File: src/rtl/uart_led_cmd_pkg.sv
// Shared types and constants for the UART LED command parser.
// The checksum frame variant is selected by UART_LED_CMD_CHECKSUM_EN.
package uart_led_cmd_pkg;

    typedef enum logic [3:0] {
        ST_IDLE,
        ST_HDR,
        ST_T3,
        ST_T2,
        ST_T1,
        ST_T0,
        ST_CT,
        ST_CS,
        ST_TL
    } state_e;

    localparam int FRAME_LEN_BASE = 8;
    localparam int FRAME_LEN_CSUM = 9;

    localparam logic [7:0] HDR0_DEF = 8'h55;
    localparam logic [7:0] HDR1_DEF = 8'hA5;
    localparam logic [7:0] TAIL_DEF = 8'hF0;

    // Modulo-256 sum of the four time bytes and the ctrl byte.
    function automatic logic [7:0] frame_csum(input logic [31:0] t, input logic [7:0] c);
        return t[31:24] + t[23:16] + t[15:8] + t[7:0] + c;
    endfunction

endpackage

File: src/rtl/uart_led_cmd_ctrl_timer.sv
// Inter-byte gap timer: counts while a frame is in progress, cleared by each byte.
// expire is a single-cycle pulse when the gap reaches TIMEOUT_CYCLES-1.
module byte_timeout_timer #(
    parameter int unsigned TIMEOUT_CYCLES = 2_500_000
) (
    input  logic Clk,
    input  logic Reset_n,
    input  logic run,
    input  logic kick,
    output logic expire
);

    localparam logic [31:0] LAST = 32'(TIMEOUT_CYCLES - 1);

    logic [31:0] cnt_q, cnt_d;

    // A byte arriving on the expiry cycle suppresses the expiry.
    always_comb begin
        expire = run && !kick && (cnt_q == LAST);
        cnt_d  = cnt_q + 32'd1;
        if (!run || kick || expire) begin
            cnt_d = '0;
        end
    end

    always_ff @(posedge Clk) begin
        if (!Reset_n) begin
            cnt_q <= '0;
        end else begin
            cnt_q <= cnt_d;
        end
    end

endmodule

File: src/rtl/uart_led_cmd_ctrl.sv
// Frame decoder for the UART LED sequencer: updates Ctrl/Time atomically on good frames.
// Define UART_LED_CMD_CHECKSUM_EN to require a CSUM byte before the tail.
module uart_led_cmd_ctrl
    import uart_led_cmd_pkg::*;
#(
    parameter logic [7:0]  HDR0           = HDR0_DEF,
    parameter logic [7:0]  HDR1           = HDR1_DEF,
    parameter logic [7:0]  TAIL           = TAIL_DEF,
    parameter int unsigned TIMEOUT_CYCLES = 2_500_000,
    parameter logic [7:0]  CTRL_RST       = 8'h00,
    parameter logic [31:0] TIME_RST       = 32'd500
) (
    input  logic        Clk,
    input  logic        Reset_n,
    input  logic [7:0]  Rx_data,
    input  logic        Rx_done,
    output logic [7:0]  Ctrl,
    output logic [31:0] Time,
    output logic        Cfg_valid,
    output logic        Frame_err
);

    state_e      state_q, state_d;
    logic [31:0] sh_time_q, sh_time_d;
    logic [7:0]  sh_ctrl_q, sh_ctrl_d;
    logic [31:0] time_q, time_d;
    logic [7:0]  ctrl_q, ctrl_d;
    logic        cfg_valid_q, cfg_valid_d;
    logic        frame_err_q, frame_err_d;
    logic        expire;

    byte_timeout_timer #(
        .TIMEOUT_CYCLES(TIMEOUT_CYCLES)
    ) u_timer (
        .Clk    (Clk),
        .Reset_n(Reset_n),
        .run    (state_q != ST_IDLE),
        .kick   (Rx_done),
        .expire (expire)
    );

    always_comb begin
        state_d     = state_q;
        sh_time_d   = sh_time_q;
        sh_ctrl_d   = sh_ctrl_q;
        time_d      = time_q;
        ctrl_d      = ctrl_q;
        cfg_valid_d = 1'b0;
        frame_err_d = 1'b0;
        if (Rx_done) begin
            case (state_q)
                ST_IDLE: if (Rx_data == HDR0) state_d = ST_HDR;
                ST_HDR: begin
                    if (Rx_data == HDR1)      state_d = ST_T3;
                    else if (Rx_data == HDR0) state_d = ST_HDR;
                    else                      state_d = ST_IDLE;
                end
                ST_T3: begin sh_time_d[31:24] = Rx_data; state_d = ST_T2; end
                ST_T2: begin sh_time_d[23:16] = Rx_data; state_d = ST_T1; end
                ST_T1: begin sh_time_d[15:8]  = Rx_data; state_d = ST_T0; end
                ST_T0: begin sh_time_d[7:0]   = Rx_data; state_d = ST_CT; end
                ST_CT: begin
                    sh_ctrl_d = Rx_data;
`ifdef UART_LED_CMD_CHECKSUM_EN
                    state_d   = ST_CS;
`else
                    state_d   = ST_TL;
`endif
                end
`ifdef UART_LED_CMD_CHECKSUM_EN
                ST_CS: begin
                    if (Rx_data == frame_csum(sh_time_q, sh_ctrl_q)) begin
                        state_d = ST_TL;
                    end else begin
                        state_d     = ST_IDLE;
                        frame_err_d = 1'b1;
                    end
                end
`endif
                ST_TL: begin
                    state_d = ST_IDLE;
                    // Time==0 would underflow the sequencer's Time-1 compare.
                    if (Rx_data == TAIL && sh_time_q != 32'd0) begin
                        time_d      = sh_time_q;
                        ctrl_d      = sh_ctrl_q;
                        cfg_valid_d = 1'b1;
                    end else begin
                        frame_err_d = 1'b1;
                    end
                end
                default: state_d = ST_IDLE;
            endcase
        end else if (expire) begin
            state_d     = ST_IDLE;
            frame_err_d = 1'b1;
        end
    end

    always_ff @(posedge Clk) begin
        if (!Reset_n) begin
            state_q     <= ST_IDLE;
            sh_time_q   <= '0;
            sh_ctrl_q   <= '0;
            time_q      <= TIME_RST;
            ctrl_q      <= CTRL_RST;
            cfg_valid_q <= 1'b0;
            frame_err_q <= 1'b0;
        end else begin
            state_q     <= state_d;
            sh_time_q   <= sh_time_d;
            sh_ctrl_q   <= sh_ctrl_d;
            time_q      <= time_d;
            ctrl_q      <= ctrl_d;
            cfg_valid_q <= cfg_valid_d;
            frame_err_q <= frame_err_d;
        end
    end

    assign Ctrl      = ctrl_q;
    assign Time      = time_q;
    assign Cfg_valid = cfg_valid_q;
    assign Frame_err = frame_err_q;

endmodule

File: config.mk
export PLATFORM = sky130hd
export DESIGN_NAME = uart_led_cmd_ctrl
export DESIGN_NICKNAME = d
export VERILOG_FILES = /design/src/rtl/uart_led_cmd_pkg.sv /design/src/rtl/uart_led_cmd_ctrl_timer.sv /design/src/rtl/uart_led_cmd_ctrl.sv
export SDC_FILE = /design/constraint.sdc
export NUM_CORES = 1
export LEC_CHECK = 0
export BUFFER_PORTS_ARGS = -buffer_cell sky130_fd_sc_hd__buf_2
export CORE_MARGIN = 10
export CORE_UTILIZATION = 60
export CTS_BUF_LIST = sky130_fd_sc_hd__clkbuf_2
export DETAILED_ROUTE_END_ITERATION = 8
export PLACE_DENSITY = 0.85
export SLEW_MARGIN = 20
export SYNTH_ARGS = -nofsm -noshare
export SYNTH_HDL_FRONTEND = slang
export SYNTH_SLANG_ARGS = --single-unit
File: constraint.sdc
create_clock -name Clk -period 1.9 [get_ports Clk]
set_input_delay 0.38 -clock Clk [delete_from_list [all_inputs] [get_ports Clk]]
set_output_delay 0.38 -clock Clk [all_outputs]
set_load 0.02 [all_outputs]
; After elaboration in Yosys (flattened, before gate mapping)
; Cells that the tools add are included.
[word_totals]
ff_bits = 118
inputBits = 11
output_inout_bits = 42
word_cells = 56
[classes]
add_sub_neg = 1
n_eq_ne = 12
n_mux = 11
bitwise = 1
n_reduce_logical = 20
[op_table]
columns = op, n
row1 = "adder 32 x 1 -> 32 bit, second input constant", 1
row2 = "equality test 32 x 22 -> 1 bit, second input constant", 1
row3 = nonzero test 32 bit, 1
row4 = one-hot mux 4 bit (7 select lines), 1
row5 = "equality test 8 bit, second input constant", 2
row6 = 2-to-1 mux 4 bit, 4
row7 = "equality test 4 x 3 -> 1 bit, second input constant", 3
row8 = AND reduction 2 bit, 6
row9 = "equality test 4 x 2 -> 1 bit, second input constant", 2
row10 = "equality test 8 x 7 -> 1 bit, second input constant", 1
row11 = 2-to-1 mux 1 bit, 6
row12 = AND reduction 3 bit, 2
row13 = "equality test 4 x 1 -> 1 bit, second input constant", 1
row14 = "equality test 4 bit, second input constant", 1
row15 = logical NOT 4 bit, 1
row16 = nonzero test 4 bit, 1
row17 = logical AND 1 bit, 3
row18 = "inequality test 3 bit, second input constant", 1
row19 = logical NOT 1 bit, 2
row20 = logical OR 1 bit, 2
row21 = nonzero test 2 bit, 1
row22 = OR reduction 2 bit, 1
row23 = inverter 1 bit, 1

; Logic depth before layout (Yosys ltp)
; Gate-level depths: netlist of run 1.
[logic_depth]
word_depth = 5
depth_mapped = 8
depth_no_buf = 6

; By module
; From an unflattened synthesis of run 1, not the netlist that was laid out.
[unflattened]
hier_cells = 558
hier_area_um2 = 5203.7
[modules_own_cells]
columns = mod, instances, cells_each, area_per_inst_um2, seq_area_each_um2
row1 = uart_led_cmd_ctrl, 1, 376, 3623.5, 1721.7
row2 = byte_timeout_timer, 1, 182, 1580.3, 640.6

; Worst setup path before layout of run 1
; OpenSTA, ideal clock, no wires.
[synth_timing]
path_kind = register to register
from = register sh_time_q[2]
to = register time_q[2], in the netlist Time[2]
setup_time_ns = 0.129
arrival_time_ns = 1.499
required_time_ns = 1.771
path_slack_ns = 0.272
path_stages_with_launch = 7
n_path_buf = 1
period_less_slack_ns = 1.628
cell_sequence = dfxtp_1 > nor4_1 > nand4_1 > o2111ai_4 > buf_8 > mux2i_1 > nand2_1
[synth_via]
elab_chain_cells = 3
[synth_lines]
columns = item, line_no
row1 = "start, declared", uart_led_cmd_ctrl.sv:24  ; logic [31:0] sh_time_q, sh_time_d;
row2 = "start signal, assigned", uart_led_cmd_ctrl.sv:110  ; sh_time_q <= sh_time_d;
row3 = nonzero test 32 bit, uart_led_cmd_ctrl.sv:83  ; if (Rx_data == TAIL && sh_time_q != 32'd0) begin
row4 = logical AND 1 bit, uart_led_cmd_ctrl.sv:83
row5 = AND reduction 3 bit (no line), --
row6 = "end signal, assigned", uart_led_cmd_ctrl.sv:112  ; time_q <= time_d;
row7 = "end, declared", uart_led_cmd_ctrl.sv:26  ; logic [31:0] time_q, time_d;
; Parallel ways exist; a longest one is shown, timed or not.
; A chain may end at the register's enable or synchronous reset.

; Final worst setup path of run 1
[layout_timing]
from = register sh_time_q[8]
to = register time_q[26], in the netlist Time[26]
[layout_via]
elab_chain_cells = 3
[layout_lines]
columns = item, line_no
row1 = nonzero test 32 bit, uart_led_cmd_ctrl.sv:83
row2 = logical AND 1 bit, uart_led_cmd_ctrl.sv:83
row3 = AND reduction 3 bit (no line), --
; Every way passes these cells.

==> results.sh, run 1 <==
export IMPL_combPwrFrac_pct=2.4
export IMPL_root_buffer="clkbuf_2"
export IMPL_p_int_mw=3.01
export IMPL_rsz0062_at_grt="true"
export IMPL_grt_util_all_layers_pct=19.4
export IMPL_p_sw_mw=1.12
export IMPL_final_cell_mix="nor2_1, dfxtp_1, mux2i_1"
export IMPL_diodes=0
export IMPL_fin_nets=595
export IMPL_floorplan_core_area_mm2=0.00777
export IMPL_postSynthRegisterBits=118
export IMPL_critical_path_max_fanout=7
export IMPL_fmax_mhz=501
export IMPL_timing_max_transition_violations_final=0
export IMPL_syn_area_cell_um2=9.70
export IMPL_clockBufferDepth=2
export IMPL_yosys_most_used_dff="dfxtp_1"
export IMPL_viasPerCell=5.74
export IMPL_cp_required_ps=2460
export IMPL_r2r_cells=8
export IMPL_route_detailed_wl_per_inst_um=17.5
export IMPL_final_setup_skew_ps=48.3
export IMPL_vdd_ir_drop_max_mv=0.571
export IMPL_grt_pass1_wl_um=18500
export IMPL_crit_type="flip-flop to flip-flop"
export IMPL_dieHeight_um=110
export IMPL_globalplace_congestion=0.885
export IMPL_utilization_pct=74.8
export IMPL_sequential_share_of_power_pct=60.0
export IMPL_switching_share_pct=27.1
export IMPL_grt_ovfl_total=0
export IMPL_ys_warnings_count=0
export IMPL_async_reset_ff_share_pct=0
export IMPL_period_utilization_post_route_pct=105
export IMPL_finalSetupViolations=21
export IMPL_dp_worst_setup_slack_ps=11.3
export IMPL_fraction_of_final_layout_cells_sized_beyond_drive_strength_1_pct=25.0
export IMPL_worstMarginPinSlew_ps=586
export IMPL_critPathArrivalTime_ps=2560
export IMPL_number_of_synthesized_flops_with_an_enable_pin=0
export IMPL_mapped_cell_area_mm2=0.00483
export IMPL_die_width_um=110
export IMPL_number_of_antenna_violations_at_the_first_check_in_global_routing=0
export IMPL_number_of_buffers_created_by_cts=17
export IMPL_cts_sink_count=118
export IMPL_grt_max_degree=62
export IMPL_max_cap_violations=0
export IMPL_yosys_cell_types_count=40
export IMPL_failed_checks="negative setup slack"
export IMPL_port_buffers=52
export IMPL_final_min_clock_period_ps=1990
export IMPL_top_layer_used="met4"
export IMPL_flow_area_growth_from_synthesis_pct=20.3
export IMPL_met2RoutedLength_um=6380
export IMPL_worstSetupEndpointType="flip-flop"
export IMPL_route_layer_met1_wl_um=4750
export IMPL_vias=4007
export IMPL_timing_hold_worst_start="Rx_data[2]"
export IMPL_design_die_area_mm2=0.0120
export IMPL_start_kind="flip-flop"
export IMPL_power_density_mw_per_mm2=710
export IMPL_postLayoutSetupSlackWorst_ps=-94.0
export IMPL_number_of_i_o_pins=53
export IMPL_initial_utilization_pct=62.2
export IMPL_total_nets_after_synthesis=510
export IMPL_result_of_the_run="complete, but fails checks"
export IMPL_crit_start="sh_time_q[8]"
export IMPL_timing_hold_worst_class="primary input to flip-flop"
export IMPL_clk_latency_ps=680
export IMPL_row_count=32
export IMPL_drtPass1Iterations=5
export IMPL_tritoncts_clock_tree="yes"
export IMPL_first_iteration_detailed_routing_drc_count=225
export IMPL_slew_limit_headroom_pct=60.7
export IMPL_most_common_cell_after_layout_fill_and_taps_aside="nor2_1"
export IMPL_met3_wirelength_um=754
export IMPL_remaining_number_of_nets_flagged_by_the_antenna_check_after_routing=0
export IMPL_drc=0
export IMPL_syn_instance_count=498
export IMPL_hold_viol=0
export IMPL_critical_path_reg2reg_startpoint="sh_time_q[8]"
export IMPL_postRouteWirelength_um=12200
export IMPL_first_global_vias=3817
export IMPL_detailedPlacementHpwl_um=7550
export IMPL_clockPowerShare_pct=37.5
export IMPL_worst_hold_path_num_cells=4
export IMPL_power_leakage_nw=2.66
export IMPL_fraction_of_the_yosys_area_taken_by_sequential_cells_pct=48.9
export IMPL_worst_setup_hold_path_clk_slew_ps=210
export IMPL_htree_num_levels=4
## worst max-delay path, stage by stage, from the launching register on
cell       delay, ps
dfxtp_2          400
nor4_4           310
nand4_1          240
o2111ai_4        300
buf_6            150
buf_12           130
buf_4            110
mux2i_1          180
nor2_1            60
## flip-flops by register name (all words and copies together) (netlist names)
name and count:
Cfg_valid 1, sh_ctrl_q 8, Ctrl 8, sh_time_q 32, state_q 4, Frame_err 1, Time 32, u_timer.cnt_q 32
## layout make-up
| cell class | instances | area, um2 |
|---|---|---|
| clock buffer | 17 | 85.1 |
| clock inverter | 15 | 145 |
| fill | 555 | 1960 |
| inverter | 5 | 18.8 |
| multi-input combinational | 351 | 2390 |
| sequential | 118 | 2380 |
| tap | 102 | 128 |
| timing repair buffer | 90 | 661 |
## worst paths after layout
path / endpoint / slack [ps]
setup / recovery: Time[26] / -90
hold / removal: Cfg_valid / 100
setup reg to reg: Time[26] / -90
hold reg to reg: u_timer.cnt_q[0] / 440
## through the flow
| step | instances | instance area, um2 | total power, mW | setup TNS, ps | hold slack, ps |
|---|---|---|---|---|---|
| after floorplan | 498 | 4830 | 2.56 | 0 | 426 |
| after global placement | 650 | 5280 | 2.62 | 0 | 440 |
| after detailed placement | 650 | 5280 | 2.62 | 0 | 453 |
| after CTS | 690 | 5630 | 4.14 | 0 | 40.7 |
| after global routing | 698 | 5810 | 4.29 | -4200 | 41.0 |
| final | 698 | 5810 | 4.13 | -572 | 98.3 |
## power by group through the flow
| stage | Combinational, mW | Clock, mW | Sequential, mW |
|---|---|---|---|
| after floorplan | 0.0349 | 0 | 2.53 |
| after global placement | 0.0929 | 0 | 2.53 |
| after detailed placement | 0.0940 | 0 | 2.53 |
| after CTS | 0.0964 | 1.57 | 2.48 |
| after global routing | 0.105 | 1.70 | 2.48 |
| final | 0.100 | 1.55 | 2.48 |
## cells in the mapped netlist (all sizes together), types with 3 or more instances
| cell | number | area [um2] |
|---|---|---|
| dfxtp | 118 | 2360 |
| nor2 | 118 | 443 |
| mux2i | 83 | 831 |
| nand2 | 27 | 101 |
| xor2 | 21 | 184 |
| nand3 | 20 | 100 |
| nand4 | 15 | 93.8 |
| nor4 | 15 | 130 |
| buf | 14 | 114 |
| nor3 | 12 | 65.1 |
| clkbuf | 10 | 38.8 |
| inv | 5 | 18.8 |
| xnor2 | 5 | 43.8 |
| and3 | 4 | 25.0 |
| and4 | 4 | 35.0 |
| nor4b | 4 | 50.1 |
| nand2b | 3 | 18.8 |
## what timing repair did
action,in CTS,in global routing
cloned,1,2
resized for setup,7,26
endpoints found under the hold margin,6,0
hold buffers,1,0
setup endpoints to repair,9,49
pin swaps,4,15
setup buffers,6,7
## cells by family (layout without fill, tap and decap cells)
group	count (synthesis)	in the layout	share of synthesized area (%)
xor gates and xnor gates	26	26	4.72
adders and majority gates	1	1	0.259
DFF	118	118	48.9
muxes	83	83	17.2
buffers and inverters	29	127	3.55
and+or+nand+nor	227	227	22.8
AOI/OAI and AO/OA	14	14	2.51
## per-layer routing
metal / global-route usage (%) / vias to the layer above
met2: 33.9 / 136
met3: 4.68 / 28
met4: 8.46 / 0
met1: 22.0 / 1939
li1: - / 1904
met5: 0 / -
Note: power is estimated with default switching activity, not from simulation.
==> inputs of run 2 (changes only) <==
Settings changed: CORE_ASPECT_RATIO set to 0.5.
==> results.sh, run 2 (synthesis results as in run 1) <==
export IMPL_drtPass1Iterations=5
export IMPL_htree_num_levels=4
export IMPL_postLayoutSetupSlackWorst_ps=-72.4
export IMPL_root_buffer="clkbuf_2"
export IMPL_vias=3981
export IMPL_critPathArrivalTime_ps=2560
export IMPL_remaining_number_of_nets_flagged_by_the_antenna_check_after_routing=0
export IMPL_final_setup_skew_ps=28.6
export IMPL_cp_required_ps=2480
export IMPL_floorplan_core_area_mm2=0.00757
export IMPL_postRouteWirelength_um=12000
export IMPL_post_dp_cell_area_mm2=0.00530
export IMPL_period_utilization_post_route_pct=104
export IMPL_placedCellCount=658
export IMPL_power_leakage_nw=2.67
export IMPL_row_count=22
export IMPL_grt_max_degree=75
export IMPL_power_density_mw_per_mm2=802
export IMPL_first_global_vias=3774
export IMPL_worstMarginPinSlew_ps=467
export IMPL_dp_worst_setup_slack_ps=-62.2
export IMPL_design_die_area_mm2=0.0123
export IMPL_timing_hold_worst_class="primary input to flip-flop"
export IMPL_fin_nets=589
export IMPL_critPathMaxStageDelay_ps=370
export IMPL_grt_ovfl_total=0
export IMPL_number_of_i_o_pins=53
export IMPL_fmax_mhz=507
export IMPL_filler_cell_count=492
export IMPL_final_cell_mix="nor2_1, dfxtp_1, mux2i_1"
export IMPL_final_cells=698
export IMPL_grt_pass1_wl_um=18500
export IMPL_start_kind="flip-flop"
export IMPL_flow_area_growth_from_synthesis_pct=21.2
export IMPL_tritoncts_clock_tree="yes"
export IMPL_finalSetupViolations=36
export IMPL_grt_util_all_layers_pct=18.1
export IMPL_slew_limit_headroom_pct=68.8
export IMPL_number_of_antenna_violations_at_the_first_check_in_global_routing=0
export IMPL_detailedPlacementHpwl_um=7320
export IMPL_fraction_of_final_layout_cells_sized_beyond_drive_strength_1_pct=22.7
export IMPL_die_width_um=147
export IMPL_globalplace_congestion=0.856
export IMPL_failed_checks="negative setup slack"
export IMPL_diodes=0
export IMPL_worst_setup_hold_path_clk_slew_ps=190
export IMPL_port_buffers=52
export IMPL_sequential_cell_area_mm2=0.00237
export IMPL_vdd_ir_drop_max_mv=0.458
export IMPL_number_of_buffers_created_by_cts=17
export IMPL_slowest_stage="dfxtp_1"
export IMPL_rsz0062_at_grt="true"
export IMPL_final_min_clock_period_ps=1970
export IMPL_hold_viol=0
export IMPL_crit_type="flip-flop to flip-flop"
export IMPL_worstSetupEndpointType="flip-flop"
export IMPL_route_detailed_wl_per_inst_um=17.2
export IMPL_crit_path_cell_trace="nor4_1 > nand4_1 > o2111ai_4 > buf_12 > clkbuf_16 > mux2i_1 > nor2_1"
export IMPL_result_of_the_run="complete, but fails checks"
export IMPL_viasPerCell=5.70
export IMPL_drc=0
export IMPL_dieHeight_um=83.4
export IMPL_multi_input_area_mm2=0.00237
export IMPL_initial_utilization_pct=63.8
export IMPL_final_cell_area_mm2=0.00585
export IMPL_timing_max_transition_violations_final=0
export IMPL_cts_sink_count=118
export IMPL_first_iteration_detailed_routing_drc_count=231
export IMPL_most_common_cell_after_layout_fill_and_taps_aside="nor2_1"
export IMPL_clockBufferDepth=2
export IMPL_critical_path_max_fanout=9
export IMPL_clk_latency_ps=690
export IMPL_max_cap_violations=0
==> run 2: path summary, 6_finish.rpt <==
path / startpoint / end / slack, ps / cells after the start
max reg2reg: sh_time_q[25] / Time[19] / -70 / 7
min: Rx_data[0] / Cfg_valid / 70 / 4
max: sh_time_q[25] / Time[19] / -70 / 7
min reg2reg: u_timer.cnt_q[0] / u_timer.cnt_q[0] / 480 / 1
==> run 2: final cells by class <==
type                            instances  area share, %
Clock buffer                           19           1.62
Sequential cell                       118           40.5
Inverter                                5          0.321
Multi-Input combinational cell        351           40.4
Clock inverter                         13           3.91
Timing Repair Buffer                   84           10.9
Tap cell                              108           2.31
==> run 2: timing repair <==
item	CTS	global route
resized for setup	2	16
setup buffers	0	3
pin swaps	2	12
cloned	0	4
hold buffers	1	0
endpoints found under the hold margin	6	0
setup endpoints to repair	40	41
==> run 2: critical path, delay by kind of cell (launching register included) <==
kind	cells	cell delay, ps
and+or+nand+nor	3	670
muxes	1	210
DFF	1	370
buffers and inverters	2	350
AOI/OAI and AO/OA	1	270
==> run 2: through the flow <==
stage / hold WS [ps] / util, % / total power, mW / TNS, ps
6_report: 66.5 / 77.3 / 4.69 / -1250
5_1_grt: -8.88 / 77.3 / 4.84 / -5560
3_3_place_gp: 439 / 70.0 / 2.62 / 0
3_5_place_dp: 452 / 70.0 / 2.62 / -1600
4_1_cts: 53.8 / 74.6 / 4.69 / 0
2_1_floorplan: 426 / - / 2.56 / 0
==> run 2: routing by layer <==
metal | part of all wire, % | GRT usage (%) | up-vias
met3 | 7.2 | 5.74 | 33
met2 | 47 | 29.5 | 142
met1 | 43 | 21.4 | 1918
met4 | 2.4 | 8.16 | 0
li1 | - | - | 1888
met5 | 0 | 0 | -
==> run 2: where the power goes <==
group / internal [mW] / switching [mW]
clock: 1.13 / 0.985
sequential: 2.47 / 0.0000335
combinational: 0.0287 / 0.0701
total: 3.64 / 1.05
==> inputs of run 3 (changes only) <==
Settings changed: PLACE_DENSITY 0.85 to 0.81.
==> results.sh, run 3 (synthesis results as in run 1) <==
export IMPL_row_count=22
export IMPL_result_of_the_run="complete, but fails checks"
export IMPL_power_leakage_nw=2.69
export IMPL_most_common_cell_after_layout_fill_and_taps_aside="nor2_1"
export IMPL_period_utilization_post_route_pct=105
export IMPL_slowest_stage="dfxtp_2"
export IMPL_vdd_ir_drop_max_mv=0.527
export IMPL_flow_area_growth_from_synthesis_pct=20.5
export IMPL_worst_path_stages=7
export IMPL_dieHeight_um=83.4
export IMPL_clockPowerShare_pct=36.8
export IMPL_timing_max_transition_violations_final=0
export IMPL_rsz0062_at_grt="true"
export IMPL_worstMarginPinSlew_ps=545
export IMPL_grt_ovfl_total=0
export IMPL_number_of_buffers_created_by_cts=17
export IMPL_detailedPlacementHpwl_um=7580
export IMPL_timing_hold_worst_class="primary input to flip-flop"
export IMPL_setup_tns_final_ps=-604
export IMPL_final_cells=705
export IMPL_failed_checks="negative setup slack"
export IMPL_final_setup_skew_ps=28.3
export IMPL_p_sw_uw=988
export IMPL_first_iteration_detailed_routing_drc_count=285
export IMPL_combPwrFrac_pct=2.7
export IMPL_tritoncts_clock_tree="yes"
export IMPL_worstSetupEndpointType="flip-flop"
export IMPL_power_density_mw_per_mm2=703
export IMPL_die_width_um=147
export IMPL_grt_pass1_wl_um=18600
export IMPL_number_of_i_o_pins=53
export IMPL_drtPass1Iterations=5
export IMPL_sequential_share_of_power_pct=60.5
export IMPL_clockBufferDepth=2
export IMPL_globalplace_congestion=0.841
export IMPL_clk_latency_ps=670
export IMPL_path_delay_family="simple AND/OR/NAND/NOR gates"
export IMPL_remaining_number_of_nets_flagged_by_the_antenna_check_after_routing=0
export IMPL_drc=0
export IMPL_worstPathBufferInverterCount=2
export IMPL_worst_setup_hold_path_clk_slew_ps=170
export IMPL_start_kind="flip-flop"
export IMPL_floorplan_core_area_mm2=0.00757
export IMPL_crit_type="flip-flop to flip-flop"
export IMPL_cts_sink_count=118
export IMPL_r2r_cells=7
export IMPL_route_detailed_wl_per_inst_um=16.8
export IMPL_filler_cell_count=518
export IMPL_final_cell_mix="nor2_1, dfxtp_1, mux2i_1"
export IMPL_number_of_antenna_violations_at_the_first_check_in_global_routing=0
export IMPL_viasPerCell=5.61
export IMPL_first_global_vias=3835
export IMPL_critPathMaxStageDelay_ps=380
export IMPL_fraction_of_final_layout_cells_sized_beyond_drive_strength_1_pct=24.0
export IMPL_hold_viol=0
export IMPL_root_buffer="clkbuf_2"
export IMPL_design_die_area_mm2=0.0123
export IMPL_slew_limit_headroom_pct=63.5
export IMPL_htree_num_levels=4
export IMPL_initial_utilization_pct=63.8
export IMPL_p_int_mw=3.10
export IMPL_final_min_clock_period_ps=2000
export IMPL_placedCellCount=662
export IMPL_critPathArrivalTime_ps=2590
export IMPL_postRouteWirelength_um=11800
export IMPL_grt_util_all_layers_pct=18.5
export IMPL_fin_nets=597
export IMPL_switching_share_pct=24.1
export IMPL_port_buffers=52
export IMPL_fmax_mhz=499
export IMPL_max_cap_violations=0
export IMPL_vias=3953
export IMPL_crit_path_cell_trace="nor4_4 > nand4_1 > o2111ai_4 > buf_4 > clkbuf_16 > mux2i_1 > nor2_1"
export IMPL_cp_required_ps=2480
export IMPL_critical_path_max_fanout=6
export IMPL_worst_hold_path_num_cells=4
export IMPL_grt_max_degree=30
export IMPL_finalSetupViolations=22
export IMPL_postLayoutSetupSlackWorst_ps=-104
export IMPL_diodes=0
run 3: power groups by stage:
stage               Sequential, mW  Combinational [mW]  Clock, mW
finish                        2.47               0.110       1.51
global route                  2.48               0.116       1.66
CTS                           2.48               0.105       1.53
detailed placement            2.53               0.100          0
global placement              2.53               0.100          0
floorplan                     2.53              0.0349          0
run 3: per-stage QoR:
stage / hold WS, ps / cell area [um2] / utilization [%] / worst slack (ps) / total power [mW]
floorplan: 426 / 4830 / - / 272 / 2.56
global placement: 439 / 5360 / 70.8 / -32.9 / 2.63
detailed placement: 462 / 5360 / 70.8 / -35.2 / 2.63
CTS: 66.7 / 5660 / 74.8 / 1.42 / 4.11
global route: 69.4 / 5820 / 76.9 / -197 / 4.25
finish: 143 / 5820 / 76.9 / -104 / 4.09
run 3: worst min-delay path, stage by stage:
cell and delay [ps]:
buf_2 80, buf_4 160, mux2i_1 80, nor2_1 70
run 3: layout make-up:
class	count	area [um2]	share of cell area (%)
multi-input combinational	351	2410	41.4
sequential	118	2380	40.8
timing repair buffer	92	668	11.5
tap	108	135	2.32
clock inverter	11	110	1.89
clock buffer	20	100	1.72
inverter	5	18.8	0.323
run 3: repair_timing:
item / CTS / global route
setup endpoints to repair: 31 / 45
gates resized for setup: 8 / 20
hold buffers: 3 / 0
endpoints found under the hold margin: 7 / 0
gates cloned: 0 / 1
setup buffers: 3 / 5
pin swaps: 5 / 8
run 3: path summary, 6_finish.rpt:
kind / from / to / slack [ps]
worst min-delay path: Rx_data[7] / sh_time_q[15] / 140
worst max-delay path: sh_time_q[21] / Time[1] / -100
worst max register to register: sh_time_q[21] / Time[1] / -100
worst min register to register: u_timer.cnt_q[0] / u_timer.cnt_q[0] / 490
run 3: routing by layer:
| metal | vias up | wire (um) | GRT usage [%] |
|---|---|---|---|
| met2 | 115 | 5960 | 31.3 |
| met5 | - | 0 | 0 |
| li1 | 1902 | - | - |
| met4 | 0 | 221 | 7.09 |
| met1 | 1908 | 4970 | 20.9 |
| met3 | 28 | 681 | 6.76 |
